<file path="config.mk">
export PLATFORM = sky130hd
export DESIGN_NAME = intersection_phase_arbiter
export DESIGN_NICKNAME = d
export VERILOG_FILES = /design/src/rtl/intersection_phase_arbiter.sv
export SDC_FILE = /design/constraint.sdc
export NUM_CORES = 1
export LEC_CHECK = 0
export BUFFER_PORTS_ARGS = -buffer_cell sky130_fd_sc_hd__buf_2
export CORE_AREA = 3 3 53 92
export CTS_CLUSTER_DIAMETER = 150
export DETAILED_ROUTE_END_ITERATION = 8
export DIE_AREA = 0 0 56 95
export GPL_TIMING_DRIVEN = 0
export PLACE_DENSITY_LB_ADDON = 0.3
export SKIP_CTS_REPAIR_TIMING = 1
export SYNTH_ARGS = -nofsm -noshare
export SYNTH_HDL_FRONTEND = slang
export SYNTH_SLANG_ARGS = --single-unit
</file>
<file path="constraint.sdc">
create_clock -name clk -period 3 [get_ports clk]
set_clock_uncertainty 0.2 [all_clocks]
set_input_delay 0.15 -clock clk [delete_from_list [all_inputs] [get_ports clk]]
set_output_delay 0.15 -clock clk [all_outputs]
set_load 0.02 [all_outputs]
</file>
<file path="src/rtl/intersection_phase_arbiter.sv">
// -----------------------------------------------------------------------------
// intersection_phase_arbiter
//
// Four-approach intersection phase scheduler. One approach at a time holds the
// right-of-way. The next holder is chosen round-robin among approaches that
// have waiting cars, and a busy holder may earn a bounded number of green
// extensions. Every phase runs green -> yellow -> all-red, and the lamp codes
// for all four approaches are produced here directly.
//
// Ports:
//   clk           clock
//   rst           synchronous, active-high reset
//   cars_i        waiting cars, 8 unsigned bits per approach (approach i at
//                 cars_i[8i+7:8i])
//   light_o       lamp code per approach (approach i at light_o[2i+1:2i]):
//                 00 dark, 01 red, 10 yellow, 11 green
//   active_o      index of the approach currently holding the grant
//   phase_done_o  one-cycle pulse on the first all-red cycle after a yellow
//
// All outputs are registered. They are decoded from next-state values so that
// they change on the same edge as the state register.
// -----------------------------------------------------------------------------
module intersection_phase_arbiter #(
   parameter int GREEN_MIN    = 20,
   parameter int GREEN_EXT    = 10,
   parameter int MAX_EXT      = 2,
   parameter int YELLOW_TIME  = 3,
   parameter int ALLRED_TIME  = 2,
   parameter int HEAVY_THRESH = 45
) (
   input  logic        clk,
   input  logic        rst,
   input  logic [31:0] cars_i,
   output logic [7:0]  light_o,
   output logic [1:0]  active_o,
   output logic        phase_done_o
);

   typedef enum logic [1:0] {
      IDLE   = 2'd0,
      ALLRED = 2'd1,
      GREEN  = 2'd2,
      YELLOW = 2'd3
   } state_t;

   // Terminal counts: the counter runs 0..window-1.
   localparam logic [7:0] GREEN_MIN_LAST = 8'(GREEN_MIN - 1);
   localparam logic [7:0] GREEN_EXT_LAST = 8'(GREEN_EXT - 1);
   localparam logic [7:0] YELLOW_LAST    = 8'(YELLOW_TIME - 1);
   localparam logic [7:0] ALLRED_LAST    = 8'(ALLRED_TIME - 1);
   localparam logic [3:0] MAX_EXT_L      = 4'(MAX_EXT);
   localparam logic [7:0] HEAVY_L        = 8'(HEAVY_THRESH);

   localparam logic [1:0] LAMP_DARK   = 2'b00;
   localparam logic [1:0] LAMP_RED    = 2'b01;
   localparam logic [1:0] LAMP_YELLOW = 2'b10;
   localparam logic [1:0] LAMP_GREEN  = 2'b11;

   // State registers
   state_t      state;
   logic [7:0]  cnt;
   logic [3:0]  ext_cnt;
   logic [1:0]  last_grant;

   // Next-state values
   state_t      state_n;
   logic [7:0]  cnt_n;
   logic [3:0]  ext_n;
   logic [1:0]  grant_n;
   logic        done_n;
   logic [7:0]  light_n;

   // Decision helpers
   logic [7:0]  win_last;
   logic        rivals_waiting;
   logic        holder_heavy;

   // Waiting-car count of one approach.
   function automatic logic [7:0] car_count(input logic [31:0] cars,
                                            input logic [1:0]  idx);
      logic [7:0] val;
      case (idx)
         2'd0:    val = cars[7:0];
         2'd1:    val = cars[15:8];
         2'd2:    val = cars[23:16];
         2'd3:    val = cars[31:24];
         default: val = 8'd0;
      endcase
      return val;
   endfunction

   // Round-robin pick: scan last+1, last+2, last+3, last and take the first
   // approach with cars waiting. With nobody waiting the grant stays put.
   function automatic logic [1:0] rr_pick(input logic [31:0] cars,
                                          input logic [1:0]  last);
      logic [1:0] pick;
      logic [1:0] cand;
      logic       found;
      pick  = last;
      found = 1'b0;
      for (int i = 0; i < 4; i++) begin
         cand = last + 2'(i + 1);
         if (!found && (car_count(cars, cand) != 8'd0)) begin
            pick  = cand;
            found = 1'b1;
         end
      end
      return pick;
   endfunction

   // True when any approach other than the holder has cars waiting.
   function automatic logic others_waiting(input logic [31:0] cars,
                                           input logic [1:0]  holder);
      logic       any;
      logic [1:0] cand;
      any = 1'b0;
      for (int i = 1; i < 4; i++) begin
         cand = holder + 2'(i);
         any  = any | (car_count(cars, cand) != 8'd0);
      end
      return any;
   endfunction

   // Lamp codes for all four approaches given a state and the grant holder.
   // Only the holder can leave red outside IDLE, so at most one approach is
   // ever yellow or green.
   function automatic logic [7:0] lamp_decode(input state_t     st,
                                              input logic [1:0] holder);
      logic [7:0] v;
      logic       is_holder;
      v = 8'h00;
      for (int i = 0; i < 4; i++) begin
         is_holder = (2'(i) == holder);
         case (st)
            IDLE:    v[2*i +: 2] = LAMP_DARK;
            ALLRED:  v[2*i +: 2] = LAMP_RED;
            GREEN:   v[2*i +: 2] = is_holder ? LAMP_GREEN  : LAMP_RED;
            YELLOW:  v[2*i +: 2] = is_holder ? LAMP_YELLOW : LAMP_RED;
            default: v[2*i +: 2] = LAMP_DARK;
         endcase
      end
      return v;
   endfunction

   // Decision inputs for the end of a green window. A window is an extension
   // exactly when ext_cnt is non-zero, since a fresh base window clears it.
   always_comb begin
      win_last       = (ext_cnt == 4'd0) ? GREEN_MIN_LAST : GREEN_EXT_LAST;
      rivals_waiting = others_waiting(cars_i, last_grant);
      holder_heavy   = (car_count(cars_i, last_grant) >= HEAVY_L);
   end

   // Next-state, window counter and grant sequencing.
   always_comb begin
      state_n = state;
      cnt_n   = cnt;
      ext_n   = ext_cnt;
      grant_n = last_grant;
      done_n  = 1'b0;
      case (state)
         IDLE: begin
            state_n = ALLRED;
            cnt_n   = 8'd0;
         end
         ALLRED: begin
            if (cnt == ALLRED_LAST) begin
               state_n = GREEN;
               cnt_n   = 8'd0;
               ext_n   = 4'd0;
               grant_n = rr_pick(cars_i, last_grant);
            end else begin
               cnt_n = cnt + 8'd1;
            end
         end
         GREEN: begin
            if (cnt == win_last) begin
               cnt_n = 8'd0;
               if (!rivals_waiting) begin
                  // Nobody else wants the road: keep it with a fresh base window.
                  ext_n = 4'd0;
               end else if (holder_heavy && (ext_cnt < MAX_EXT_L)) begin
                  ext_n = ext_cnt + 4'd1;
               end else begin
                  state_n = YELLOW;
               end
            end else begin
               cnt_n = cnt + 8'd1;
            end
         end
         YELLOW: begin
            if (cnt == YELLOW_LAST) begin
               state_n = ALLRED;
               cnt_n   = 8'd0;
               done_n  = 1'b1;
            end else begin
               cnt_n = cnt + 8'd1;
            end
         end
         default: begin
            state_n = IDLE;
            cnt_n   = 8'd0;
            ext_n   = 4'd0;
         end
      endcase
      light_n = lamp_decode(state_n, grant_n);
   end

   // State, counters and registered outputs; reset wins on any edge.
   always_ff @(posedge clk) begin
      if (rst) begin
         state        <= IDLE;
         cnt          <= 8'd0;
         ext_cnt      <= 4'd0;
         last_grant   <= 2'd0;
         light_o      <= 8'h00;
         active_o     <= 2'd0;
         phase_done_o <= 1'b0;
      end else begin
         state        <= state_n;
         cnt          <= cnt_n;
         ext_cnt      <= ext_n;
         last_grant   <= grant_n;
         light_o      <= light_n;
         active_o     <= grant_n;
         phase_done_o <= done_n;
      end
   end

endmodule

</file>
==> results.md, run 1 <==
* CP max FO at 8
* Post-synth cell types at 48
* Commonest non-fill, non-tap cell in the layout: buf_2
* Worst-path clk slew at approximately 0.09 ns
* Via count at approximately 1.6k
* Synthesized netlist cell count at 192
* Synth area leaders: dfxtp_1 (29%), ha_1 (9.3%), nor4_4 (7.3%)
* Slowest stage cell, crit path: o41ai_4
* # IOs at between 40 and 50
* Hold WS at 0.0255 ns
* Syn_nets at 239
* Crit. End Element: flop
* Slew HR at 53.4%
* Filler Cell Count at approximately 440
* Multi-input gate area in the final layout at between 1000 and 1500 um^2
* Yosys top cell area share at between 20% and 30%
* Area Growth Syn to Fin at 20.2%
* Met2 Routed Length at 2440 um
* Critical path class: reg2reg
* Sink Count at 25
* Cell Pwr Density at roughly 360 nW/um^2
* DR DRC count at 0
* Startpoint Class: flop
* Mean area per synthesized cell at roughly 9.1 um^2
* Part of the cycle the worst path needs at 90.7%
* Cells after DPL at roughly 290
* Commonest non-fill, non-tap cells in the layout: buf_2 (44), dfxtp_1 (23)
* Number of buffer and inverter stages on the critical path at 1
* Slew @ Worst Pin at around 0.69 ns
* Via density at approximately 5.6
* Top FF cell, synth: dfxtp_1
* First-pass DRT Iterations at 4
* Crit-path cells: inv_1 > ha_1 > a21boi_2 > o41ai_4 > o32ai_1 > a31o_1 > a211o_1 > nor3_1
* Seq/Total Area, Yosys at approximately 29%
* Initial Util at a little over two fifths
* CP max stage delay at about 0.43 ns
* Ys Warns at 0
* Seq cells post-synth at 25
* ANT cells at 0
* Synth area leader: dfxtp_1
* GRT overflow at 0
* Die span in x at about 56 um
* Final core utilization at roughly half
* CTS tree: done
* Antenna violations before repair at 0
* DP Area at roughly 2000 um^2
* Detailed Place HPWL at about 3500 um
* Max Clk Rate at 367 MHz
* Clock root buffer: clkbuf_8
* Routability cong. at roughly 0.84
* Post-synth design cell area at approximately 1800 um^2
* Post-route ant nets at 0
* Layout cell share with drive strength beyond 1 at around 29%
* GR Util All Layers at around 16%
* Layout Cells excl Fill at around 290
* Clock Path Buffers at 2
* Fin nets at 290
* First-pass GRT wire length at between 6000 and 7000 um
* DR iter-0 viols at 90
* RSZ-0062 raised after global routing: no
* Final Critical Period at approximately 2.7 ns
* Setup violators final at 0
* Worst Hold Class: in2reg
* Core footprint at around 4200 um^2
* Req. time, crit path at between 2 and 3 ns
* Post-synth EDFFs at 0
* FP Rows at 31
* Drt wl/cell at 14.6 um
* DR top layer: met4
* Post-synth ARST share at 0%
* Register Area at between 500 and 600 um^2
* CTS Buf Count at 3
* Crit path DAT at about 2.7 ns
* Setup_tns at 0 ns
* Vias in the first global route at between 1.5k and 2k
* Final hold vios at 0
* Max cap viols at 0
* Chip height at approximately 95 um
* Met1 Routed Length at 1550 um
* Max-slew violations at 0
* Design Area, Final at approximately 2100 um^2
* Leak Pwr at roughly 0.86 nW
* Status: finished clean
* Clock latency on the worst-skew pair at 0.27 ns
* Routed WL at about 4300 um
* Max H-tree Level at 1
* Largest net degree at the start of global routing at 16
* Die area at ~5300 um^2
* PortBufs at 44
* Crit path max-delay family: compound AO/OA/AOI/OAI gates
* Maximum vdd drop at roughly 0.34 mV
* WL met3 at between 100 and 150 um
==> flip-flops by register name (all words and copies together), names as in the netlist <==
name / count
last_grant: 2
ext_cnt: 4
light_o: 8
state: 2
phase_done_o: 1
cnt: 8
==> metrics by stage <==
stage,power [mW],setup WS (ns)
final,0.757,0.279
after global placement,0.556,0.180
after CTS,0.757,0.139
after global routing,0.805,0.0852
after detailed placement,0.559,0.144
after floorplan,0.488,0.343
==> tightest hold or removal path, delay by kind of cell <==
family / cells / cell delay, ns
buf+inv: 1 / 0.12
simple gates: 1 / 0.12
compound gates: 1 / 0.06
==> routing by layer <==
metal  global-route usage [%]  vias up
met4                     7.92        0
met3                     2.33        6
met5                        0        -
li1                         -      827
met2                     32.3       48
met1                     15.4      763
==> cell families after synthesis <==
family          count (synthesis)  synth area share (%)
simple gates                   80                  30.6
compound gates                 54                  24.7
flops                          25                  28.5
fa+ha+maj                      13                  9.27
buf+inv                        11                  2.35
xor+xnor                        8                  3.99
mux                             1                 0.570
==> where the power goes <==
part | leakage [nW] | switching [mW] | internal (mW)
clock | 0.0217 | 0.104 | 0.0940
sequential | 0.205 | 0.0107 | 0.343
combinational | 0.636 | 0.120 | 0.0848
total | 0.862 | 0.235 | 0.522
==> cells in the mapped netlist, types with 2 or more instances <==
cell type	number
a211o_1	2
a21boi_0	3
a21boi_1	4
a21oi_1	13
a222oi_1	4
a31oi_1	4
a41oi_1	2
and2_1	2
and3_1	3
clkbuf_1	3
dfxtp_1	25
ha_1	13
inv_1	8
nand2_1	9
nand2b_1	3
nand3_1	13
nand3b_1	3
nand4_1	2
nor2_1	13
nor2b_1	6
nor3_1	7
nor3b_1	3
nor4_1	3
nor4_4	6
o21ai_0	8
o41ai_4	2
xnor2_1	3
xor2_1	5
==> final timing paths <==
path / startpoint / to / slack [ns] / cells after the start
setup / recovery: last_grant[0] / light_o[1] / 0.28 / 8
hold / removal: rst / ext_cnt[2] / 0.03 / 3
setup reg to reg: last_grant[0] / light_o[1] / 0.28 / 8
hold reg to reg: ext_cnt[0] / ext_cnt[0] / 0.30 / 2
==> area by class of cell <==
class	instances	share of cell area, %
Tap cell	49	2.90
Clock inverter	1	0.356
Sequential cell	25	23.8
Buffer	3	0.533
Multi-Input combinational cell	156	57.9
Inverter	8	1.42
Clock buffer	3	1.96
Timing Repair Buffer	46	11.1
Power figures use the tool's default switching activity.
==> run 2, diff against run 1 <==
--- a/config.mk
+++ b/config.mk
@@ -6,10 +6,10 @@
 export NUM_CORES = 1
 export LEC_CHECK = 0
 export BUFFER_PORTS_ARGS = -buffer_cell sky130_fd_sc_hd__buf_2
-export CORE_AREA = 3 3 53 92
+export CORE_AREA = 3 3 77 64
 export CTS_CLUSTER_DIAMETER = 150
 export DETAILED_ROUTE_END_ITERATION = 8
-export DIE_AREA = 0 0 56 95
+export DIE_AREA = 0 0 80 67
 export GPL_TIMING_DRIVEN = 0
 export PLACE_DENSITY_LB_ADDON = 0.3
 export SKIP_CTS_REPAIR_TIMING = 1
==> results.md, run 2 (synthesis gave the netlist of run 1 again) <==
* FP Rows at 21 (-32%)
* Layout cell share with drive strength beyond 1 at 28.7% (+0.24 points)
* PortBufs at 44 (unchanged)
* Status: finished clean
* Max-slew violations at 0 (unchanged)
* Clock root buffer: clkbuf_8
* Fin nets at 288 (-0.69%)
* Reg power frac at 47.2% (+0.4 points)
* Worst-path clk slew at 0.08 ns (about the same)
* Commonest non-fill, non-tap cell in the layout: buf_2
* ANT cells at 0 (unchanged)
* Sink Count at 25 (unchanged)
* Vias in the first global route at 1,527 (-8.7%)
* Max cap viols at 0 (unchanged)
* First-pass GRT wire length at 6910 um (-0.40%)
* Part of the cycle the worst path needs at 91.1% (+0.36 points)
* Worst Hold Class: in2reg
* Commonest non-fill, non-tap cells in the layout: buf_2 (44), dfxtp_1 (23), nor2_1 (13), nand3_1 (13), a21oi_1 (13)
* Startpoint Class: flop
* Fraction of power consumed by the clock network at 26.1% (about the same)
* Crit path DAT at 2.72 ns (about the same)
* Area Growth Syn to Fin at 20.1%
* Initial Util at 41.8% (-0.15 points)
* Drt wl/cell at 13.7 um (-6.2%)
* Post-route ant nets at 0 (unchanged)
* Reg2reg setup slack at 0.27 ns (about the same)
* Worst Hold Depth at 3 (unchanged)
* Largest net degree at the start of global routing at 15 (-1)
* Net Sw Frac at 31.0% (about the same)
* Final hold vios at 0 (unchanged)
* Die area at 5360 um^2 (+0.75%)
* # IOs at 45 (unchanged)
* GR Util All Layers at 16.1% (about the same)
* Req. time, crit path at 2.99 ns (about the same)
* Critical path class: reg2reg
* Maximum vdd drop at 0.362 mV (+6.7%)
* DR DRC count at 0 (unchanged)
* Via count at 1,572 (-4.4%)
* Hold WS at 0.0321 ns (+0.00658 ns)
* Cell Pwr Density at 356 nW/um^2 (-0.73%)
* RSZ-0062 raised after global routing: no
* Slew HR at 56.0% (+2.6 points)
* Die span in x at 80 um (+43%)
* CTS tree: done
* Antenna violations before repair at 0 (unchanged)
* CP max FO at 9 (+1)
* Detailed Place HPWL at 3320 um (-5.2%)
* Final worst slack at 0.268 ns (-0.0109 ns)
* Setup_tns at 0 ns (unchanged)
* Final core utilization at 50.1% (-0.24 points)
* Design Area, Final at 2110 um^2 (-0.12%)
* CTS Buf Count at 3 (unchanged)
* DP Area at 2050 um^2 (+0.49%)
* Routed WL at 4070 um (-4.3%)
* Worst Reg-to-Reg Cells at 7 (-1)
* GRT overflow at 0 (unchanged)
* Clock Path Buffers at 2 (unchanged)
* Switching power at 233 uW (-0.91%)
* Clock latency on the worst-skew pair at 0.26 ns (about the same)
* Setup WS pre-CTS at 0.102 ns (-0.0417 ns)
* Gate power share at 26.6% (-0.4 points)
* Final Critical Period at 2.73 ns (+0.0109 ns)
* Max Clk Rate at 366 MHz (-0.40%)
* First-pass DRT Iterations at 5 (+1)
* Core footprint at 4200 um^2 (+0.36%)
* Reg2Reg Capture Point: light_o[1]
* Chip height at 67 um (-29%)
* Leak Pwr at 0.853 nW (-1.1%)
* Routability cong. at 0.807 (-4.0%)
* Min-delay src: rst
* Via density at 5.29 (-6.3%)
* Max H-tree Level at 1 (unchanged)
* Worst hold endpoint: ext_cnt[2]
* Worst R2R Start: last_grant[1]
* Setup violators final at 0 (unchanged)
* Crit. End Element: flop
* DR iter-0 viols at 113 (+26%)
* Slew @ Worst Pin at 0.654 ns (-0.0386 ns)
* Top flop regs: cnt x8, light_o x8, ext_cnt x4
* Cell Int Power at 518 uW (-0.82%)
## run 2: changes by cell type in the layout (fill, tap and decap cells not counted)
cell / before / now
buf_4: 2 / 0
clkinv_2: 0 / 1
clkinvlp_4: 1 / 0
ha_1: 13 / 11
ha_2: 0 / 2
## run 2: power groups by stage
stage | Sequential, mW | Clock, mW | Combinational, mW
2_1_floorplan | 0.367 | 0 | 0.121
3_3_place_gp | 0.361 | 0 | 0.195
3_5_place_dp | 0.361 | 0 | 0.197
4_1_cts | 0.354 | 0.201 | 0.198
5_1_grt | 0.357 | 0.213 | 0.226
6_report | 0.354 | 0.196 | 0.200
## run 2: worst max path at each step
stage                       endpoint           from  slack (ns)
final                     light_o[1]  last_grant[1]        0.27
after global routing      light_o[1]  last_grant[1]       0.006
after CTS                 light_o[0]  last_grant[1]        0.09
after detailed placement  light_o[0]  last_grant[0]        0.10
after global placement    light_o[0]  last_grant[1]        0.13
after floorplan           light_o[1]  last_grant[0]        0.34
## run 2: critical path, cell delays in order (launching register included)
cell	delay [ns]
dfxtp_2	0.44
inv_1	0.16
ha_2	0.26
a21boi_1	0.17
o41ai_4	0.58
o221ai_1	0.31
a211o_1	0.33
nor3_1	0.21
## run 2: final cells by class
type	count	area (um^2)
Fill cell	411	2100
Multi-Input combinational cell	156	1230
Sequential cell	25	503
Timing Repair Buffer	44	220
Tap cell	57	71.3
Clock buffer	3	41.3
Inverter	8	30.0
Buffer	3	11.3
Clock inverter	1	5.00
## run 2: per-stage QoR
| step | power (mW) | instances |
|---|---|---|
| final | 0.750 | 297 |
| after global routing | 0.796 | 297 |
| after CTS | 0.753 | 297 |
| after detailed placement | 0.559 | 293 |
| after global placement | 0.556 | 293 |
| after floorplan | 0.488 | 192 |
## run 2: routing by layer
metal | up-vias | share of wire (%) | global-route usage (%)
met1 | 722 | 51 | 23.7
met4 | 0 | 0 | 0.633
met3 | 0 | 4.9 | 3.24
met5 | - | 0 | 0
met2 | 30 | 44 | 25.3
li1 | 820 | - | -
